==> src/rtl/tcam_srch_upd_sched.sv <==
// ---------------------------------------------------------------------------
// tcam_srch_upd_sched
//
// Scheduler for one SRAM-based TCAM layer. The N APT tables share a single
// SRAM port. Search keys pass straight through to the layer datapath, and a
// rule update is turned into a column write of bit k over every row of every
// APT table. An update only gets the port on cycles where no search is
// accepted. After MAX_DEFER back-to-back searches have won during an update,
// the next cycle is forced to be a write slot by dropping srch_ready.
//
// Parameters
//   N          number of sub-words / APT tables (must divide W)
//   W          search key width; sub-word width w = W/N, APT depth 2**w
//   K          rules per layer (APT row width)
//   MAX_DEFER  max consecutive search-won cycles during an update (>=1)
//
// Ports
//   clk, rst                  rising-edge clock, asynchronous active-high reset
//   srch_valid/ready/key      search key handshake
//   lyr_key_valid, lyr_key    registered key to the layer datapath
//   upd_valid/ready           update request handshake
//   upd_idx/value/mask/del    rule column, value, don't-care mask, delete flag
//   apt_we/addr/bit/wdata     registered APT column-write port
//   upd_done                  one-cycle pulse with the last write of an update
//
// Optional build macro TCAM_SCHED_STATS_EN adds saturating statistics outputs
// stat_srch / stat_upd / stat_force (searches accepted, updates completed,
// forced write slots).
// ---------------------------------------------------------------------------
module tcam_srch_upd_sched #(
    parameter int N         = 2,
    parameter int W         = 32,
    parameter int K         = 256,
    parameter int MAX_DEFER = 7
) (
    input  logic                 clk,
    input  logic                 rst,
    input  logic                 srch_valid,
    output logic                 srch_ready,
    input  logic [W-1:0]         srch_key,
    output logic                 lyr_key_valid,
    output logic [W-1:0]         lyr_key,
    input  logic                 upd_valid,
    output logic                 upd_ready,
    input  logic [$clog2(K)-1:0] upd_idx,
    input  logic [W-1:0]         upd_value,
    input  logic [W-1:0]         upd_mask,
    input  logic                 upd_del,
    output logic [N-1:0]         apt_we,
    output logic [W/N-1:0]       apt_addr,
    output logic [$clog2(K)-1:0] apt_bit,
    output logic                 apt_wdata,
    output logic                 upd_done
`ifdef TCAM_SCHED_STATS_EN
    ,
    output logic [31:0]          stat_srch,
    output logic [31:0]          stat_upd,
    output logic [31:0]          stat_force
`endif
);

    localparam int SW = W / N;
    localparam int IW = $clog2(K);
    localparam int TW = (N > 1) ? $clog2(N) : 1;
    localparam int DW = $clog2(MAX_DEFER + 1);

    typedef enum logic [1:0] {IDLE = 2'd0, RUN = 2'd1, DONE = 2'd2} state_t;

    state_t          state, state_nxt;
    logic [TW-1:0]   t_cnt;
    logic [SW-1:0]   a_cnt;
    logic [DW-1:0]   defer_cnt;

    logic [IW-1:0]   req_idx;
    logic [W-1:0]    req_value;
    logic [W-1:0]    req_mask;
    logic            req_del;

    logic            srch_acc;
    logic            upd_acc;
    logic            slot;
    logic            last_slot;

    // Sub-word t of a key; t=0 is the most significant sub-word.
    function automatic logic [SW-1:0] sub_word(input logic [W-1:0] vec, input logic [TW-1:0] t);
        logic [W-1:0] sh;
        sh = vec >> (SW * (N - 1 - int'(t)));
        return sh[SW-1:0];
    endfunction

    // Bit stored at APT row a for this rule: row matches the sub-word value
    // on every cared-about bit, and deletes always clear.
    function automatic logic match_bit(input logic [SW-1:0] a, input logic [SW-1:0] v,
                                       input logic [SW-1:0] m, input logic del);
        return !del && (((a ^ v) & ~m) == '0);
    endfunction

    assign srch_acc  = srch_valid && srch_ready;
    assign upd_acc   = upd_valid && upd_ready;
    assign slot      = (state == RUN) && !srch_acc;
    assign last_slot = slot && (t_cnt == TW'(N - 1)) && (a_cnt == '1);

    // State register
    always_ff @(posedge clk or posedge rst) begin
        if (rst) state <= IDLE;
        else     state <= state_nxt;
    end

    // Next-state logic
    always_comb begin
        state_nxt = state;
        case (state)
            IDLE:    if (upd_acc) state_nxt = RUN;
            RUN:     if (last_slot) state_nxt = DONE;
            DONE:    state_nxt = IDLE;
            default: state_nxt = IDLE;
        endcase
    end

    // State-decoded handshakes; searches are blocked only to force a write
    always_comb begin
        srch_ready = !((state == RUN) && (defer_cnt == DW'(MAX_DEFER)));
        upd_ready  = (state == IDLE);
    end

    // Request capture; held for the whole update
    always_ff @(posedge clk) begin
        if (upd_acc) begin
            req_idx   <= upd_idx;
            req_value <= upd_value;
            req_mask  <= upd_mask;
            req_del   <= upd_del;
        end
    end

    // ---- slot decision -> registered outputs (one cycle later) ----
    always_ff @(posedge clk or posedge rst) begin
        if (rst) begin
            t_cnt         <= '0;
            a_cnt         <= '0;
            defer_cnt     <= '0;
            lyr_key_valid <= 1'b0;
            lyr_key       <= '0;
            apt_we        <= '0;
            apt_addr      <= '0;
            apt_bit       <= '0;
            apt_wdata     <= 1'b0;
            upd_done      <= 1'b0;
        end else begin
            lyr_key_valid <= srch_acc;
            if (srch_acc) lyr_key <= srch_key;

            // Consecutive search wins inside an update; any write slot clears it
            defer_cnt <= (state == RUN && srch_acc) ? defer_cnt + DW'(1) : '0;

            if (state == IDLE) begin
                t_cnt <= '0;
                a_cnt <= '0;
            end else if (slot) begin
                a_cnt <= a_cnt + SW'(1);
                if (a_cnt == '1) t_cnt <= t_cnt + TW'(1);
            end

            apt_we   <= slot ? (N'(1) << t_cnt) : '0;
            upd_done <= last_slot;
            if (slot) begin
                apt_addr  <= a_cnt;
                apt_bit   <= req_idx;
                apt_wdata <= match_bit(a_cnt, sub_word(req_value, t_cnt),
                                       sub_word(req_mask, t_cnt), req_del);
            end
        end
    end

`ifdef TCAM_SCHED_STATS_EN
    function automatic logic [31:0] sat_inc(input logic [31:0] v, input logic en);
        return (en && v != '1) ? v + 32'd1 : v;
    endfunction

    always_ff @(posedge clk or posedge rst) begin
        if (rst) begin
            stat_srch  <= '0;
            stat_upd   <= '0;
            stat_force <= '0;
        end else begin
            stat_srch  <= sat_inc(stat_srch, srch_acc);
            stat_upd   <= sat_inc(stat_upd, last_slot);
            stat_force <= sat_inc(stat_force, slot && (defer_cnt == DW'(MAX_DEFER)));
        end
    end
`endif

endmodule
==> config.mk <==
export PLATFORM = sky130hd
export DESIGN_NAME = tcam_srch_upd_sched
export DESIGN_NICKNAME = d
export VERILOG_FILES = /design/src/rtl/tcam_srch_upd_sched.sv
export SDC_FILE = /design/constraint.sdc
export NUM_CORES = 1
export LEC_CHECK = 0
export ABC_AREA = 1
export CAP_MARGIN = 20
export CORE_MARGIN = 1.5
export CORE_UTILIZATION = 35
export CTS_CLUSTER_DIAMETER = 80
export DETAILED_ROUTE_END_ITERATION = 10
export PLACE_DENSITY = 0.63
export SYNTH_ARGS = -nofsm -noshare
export SYNTH_HDL_FRONTEND = slang
export SYNTH_SLANG_ARGS = --single-unit
==> constraint.sdc <==
create_clock -name clk -period 7 [get_ports clk]
set_input_delay 1.4 -clock clk [delete_from_list [all_inputs] [get_ports clk]]
set_output_delay 1.4 -clock clk [all_outputs]
set_load 0.005 [all_outputs]
Yosys cells after proc, flatten, opt, wreduce, memory -nomap -nowiden
Cells that the tools add are included.
{ "word_totals": {"ff_bits": 156, "in_bits": 109, "out_inout_bits": 63, "elab_cells": 57} }
{ "op_classes": {"add_sub_neg": 4, "n_eq_ne": 5, "shift": 3, "mux": 10, "bitwise": 3, "reduce_logical": 17} }
{ "ops": {"columns": ["cell", "count"], "rows": [
  ["right shift 32 x 32 -> 16 bit", 2],
  ["two-way mux 16 bit", 2],
  ["adder 16 x 1 -> 16 bit, second input constant", 1],
  ["AND 16 bit", 1],
  ["equality test 16 bit, second input constant", 1],
  ["logical NOT 16 bit", 1],
  ["inverter 16 bit", 1],
  ["bitwise XOR 16 bit", 1],
  ["logical AND 1 bit", 8],
  ["two-way mux 2 bit", 3],
  ["case mux 2 bit (2 select lines)", 1],
  ["AND reduction 2 bit", 2],
  ["nonzero test 2 bit", 2],
  ["adder 3 x 1 -> 3 bit, second input constant", 1],
  ["equality test 3 bit, second input constant", 1],
  ["logical NOT 1 bit", 3],
  ["two-way mux 1 bit", 3],
  ["two-way mux 3 bit", 1],
  ["equality test 2 x 1 -> 1 bit, second input constant", 1],
  ["logical NOT 2 bit", 1],
  ["inequality test 2 x 1 -> 1 bit, second input constant", 1],
  ["inequality test 2 bit, second input constant", 1],
  ["<< shifter 1 x 1 -> 2 bit, first input constant", 1],
  ["subtractor 1 x 1 -> 2 bit, first input constant", 1],
  ["adder 1 bit, second input constant", 1]
]} }

Depth between registers and ports, before layout
{ "depth": {"depth_word": 10, "depth_mapped": 12} }

Worst setup path before layout
No wires, ideal clock.
{ "synth_path": {"path_kind": "input to register", "start": "in upd_valid", "end": "reg req_del (enable)", "setup_time_ps": 504, "arrival_time_ps": 4473, "slack_ps": 2023, "cell_stages": 2, "n_path_buf": 0, "cell_sequence": "inv_1 > nor2_1"} }
{ "synth_between": {"elab_chain_len": 1} }
{ "synth_lines": {"columns": ["element", "line_no", "source"], "rows": [
  ["from (decl)", "43", "input logic upd_valid,"],
  ["logical AND 1 bit", "99", "assign upd_acc = upd_valid && upd_ready;"],
  ["net upd_acc", "80", "logic upd_acc;"],
  ["to (signal assigned)", "132", "req_del <= upd_del;"],
  ["to (decl)", "77", "logic req_del;"]
]} }
The timed path passes the listed nets, and every way through them passes these cells.
A chain may end at the register's enable or synchronous reset.

Final worst setup path
{ "layout_path": {"start": "reg defer_cnt[0]", "end": "out srch_ready"} }
{ "layout_between": {"elab_chain_len": 3} }
{ "layout_lines": {"columns": ["element", "line_no", "source"], "rows": [
  ["from (decl)", "72", "logic [DW-1:0] defer_cnt;"],
  ["from (signal assigned)", "154", "defer_cnt <= (state == RUN && srch_acc) ? defer_cnt + DW'(1) : '0;"],
  ["equality test 3 bit", "122", "srch_ready = !((state == RUN) && (defer_cnt == DW'(MAX_DEFER)));"],
  ["logical AND 1 bit", "122", null],
  ["logical NOT 1 bit", "122", null],
  ["to (decl)", "39", "output logic srch_ready,"]
]} }
No other way between the ends.

==> reports/results.txt <==
Final Critical Period = 3.211 ns
TritonCTS buffer count = 17
CP required = 5.60 ns
fin nets = 914
CP Max Fanout = 2
final worst-path cycle share = 0.4587
slew of the pin with the lowest slew margin = 0.9372 ns
TritonCTS clock tree = done
clk_lat worst skew = 0.42 ns
CTS Hold Bufs = 0
critical path data arrival time = 1.81 ns
wire per inst = 13.96 µm
top post-synthesis cells by area = edfxtp_1, dfrtp_1, nand2_1, nand3_1, o21ai_0
Mapped Cells = 629
vias per cell = 4.551
Most used DFF post-synth = dfrtp_1
Placement Rows = 49
Core Box Area = 17,900 µm²
post-cts sizing count = 0
maximum vdd drop = 177.7 µV
met2 wire len = 6480 µm
Fin. Hold Viols = 0
Hold Crit Class = reg2reg
pwr dens = 281.6 nW/µm²
leakage dissipation = 0.003831 µW
Clock Sinks = 156
Post-Place Cells = 1,011
layout cells sized above 1 = 0.06994
top sig layer = met4
setup TNS = 0 ns
Fmax = 311.4 MHz
final instance area = 8931 µm²
area grow syn2layout = 39.96%
Syn Area/Cell = 10.14 µm²
synthesized flop and latch total = 156
Clock Pin Slew Worst Setup and Hold Paths = 0.06 ns
antenna cells = 0
DIE AREA = 19,050 µm²
Initial Util = 0.3564
WL met3 = 913 µm
drt first-iter violations = 234
Placed Area = 8295 µm²
largest net degree at the start of global routing = 84
total track usage = 0.1578
Crit. End Element = output port
r2r setup slk = 4.63 ns
number of enable flip-flop cells after synthesis = 73
critical path class = reg2out
syn_nets = 741
initial antenna violation count = 0
r2r worst-path depth = 4
top cells by count, synth = nand2_1, dfrtp_1, edfxtp_1, nand3_1, inv_1
status = finished, final reports clean
first-pass GRT wire length = 23,890 µm
Synth top area share = 0.3435
fill count = 1,649
I/O Pins = 172
DP Wirelength = 9977 µm
sequential area share after synthesis = 0.6690
routability cong. = 0.7918
count leader, synth = nand2_1
Post-Syn Area = 6381 µm²
Pre-antenna DRT Iters = 5
Finished Layout Cells = 1,044
H-tree Lvls = 4
post-CTS setup buffer count = 0
RSZ-0062 raised after global routing = no
M1 WL = 6891 µm
area leader, netlist = edfxtp_1
ANT nets after route = 0
Critical Path Source Type = register
grt ovf = 0
async set-reset flop share out of synthesis = 0.5321
hold depth = 1
Clock Skew = 0.007265 ns
Relative slew margins = 0.3752
root buf cell = clkbuf_16
vias in the first global route = 4,558
DR DRC count = 0
IO Port Bufs = 171
Die Wd = 138.0 µm
max-cap viol count = 0
Yosys cell types = 37
drt total wl = 14,580 µm
count of final setup violators = 0
Slew Limit Fails = 0
Clock Path Buffers = 2
Warnings, synthesis = 0
Die Y = 138.0 µm
via count = 4,751
## sequential cells by signal, summed over array words and instances, names as in the netlist
register and cells:
t_cnt 1, defer_cnt 3, apt_addr 16, lyr_key_valid 1, apt_we 2, state 2, a_cnt 16, apt_bit 8
req_idx 8, upd_done 1, req_value 32, apt_wdata 1, lyr_key 32, req_mask 32, req_del 1
## through the flow
step / total power, µW / hold slack, ns / setup WS [ns] / utilization
floorplan: 1373 / 0.4096 / 2.023 / -
global placement: 1578 / 0.4229 / 3.585 / 0.4634
detailed placement: 1587 / 0.4285 / 3.592 / 0.4634
CTS: 2548 / 0.4367 / 3.753 / 0.4973
global route: 2655 / 0.4542 / 3.704 / 0.4989
finish: 2515 / 0.4304 / 3.789 / 0.4989
## report_power, final
part / internal, µW / switching, µW / total [µW]
Combinational: 218 / 270 / 489
Sequential: 1030 / 44.1 / 1080
Clock: 595 / 356 / 951
## final timing paths
kind / from / to
min in group asynchronous: rst / apt_bit[3]
max reg2reg: state[0] / req_value[18]
max in group asynchronous: rst / apt_addr[7]
min: defer_cnt[0] / defer_cnt[0]
max: defer_cnt[0] / srch_ready
min reg2reg: defer_cnt[0] / defer_cnt[0]
## per-layer routing
layer	vias up	track usage
li1	2391	-
met1	2178	0.2185
met2	160	0.2344
met3	22	0.04745
met4	0	0.05983
met5	-	0
## cell families after synthesis
logic type,Yosys count,share of synthesized area
DFF,156,0.6690
buffers and inverters,61,0.04216
AOI/OAI and AO/OA,46,0.03922
muxes,1,0.001569
adders and majority gates,3,0.005883
xor gates and xnor gates,3,0.004118
and+or+nand+nor,359,0.2380
## final cells by class
type / count / area (µm²) / area share
inverter: 39 / 147.6 / 0.01653
clock buffer: 20 / 436.7 / 0.04889
multi-input combinational: 412 / 1851 / 0.2072
tap: 229 / 286.5 / 0.03208
timing repair buffer: 176 / 1769 / 0.1981
clock inverter: 12 / 171.4 / 0.01919
sequential: 156 / 4269 / 0.4780
## worst max-delay path, cell delays in order (launching register included)
cell             delay [ns]
dfrtp_1                0.38
ha_1                   0.19
ha_1                   0.20
nand2_1                0.10
clkdlybuf4s50_1        0.52
## layout by cell type (no fill, tap or decap), types with 10 or more instances in the layout
cell,netlist,routed
nand3_1,32,32
clkdlybuf4s50_1,0,171
a21oi_1,10,10
inv_1,31,30
nand2_1,267,267
nor2_1,27,26
edfxtp_1,73,73
clkbuf_16,0,17
o21ai_0,26,26
dfrtp_1,83,83
(Power assumes the default switching activity.)
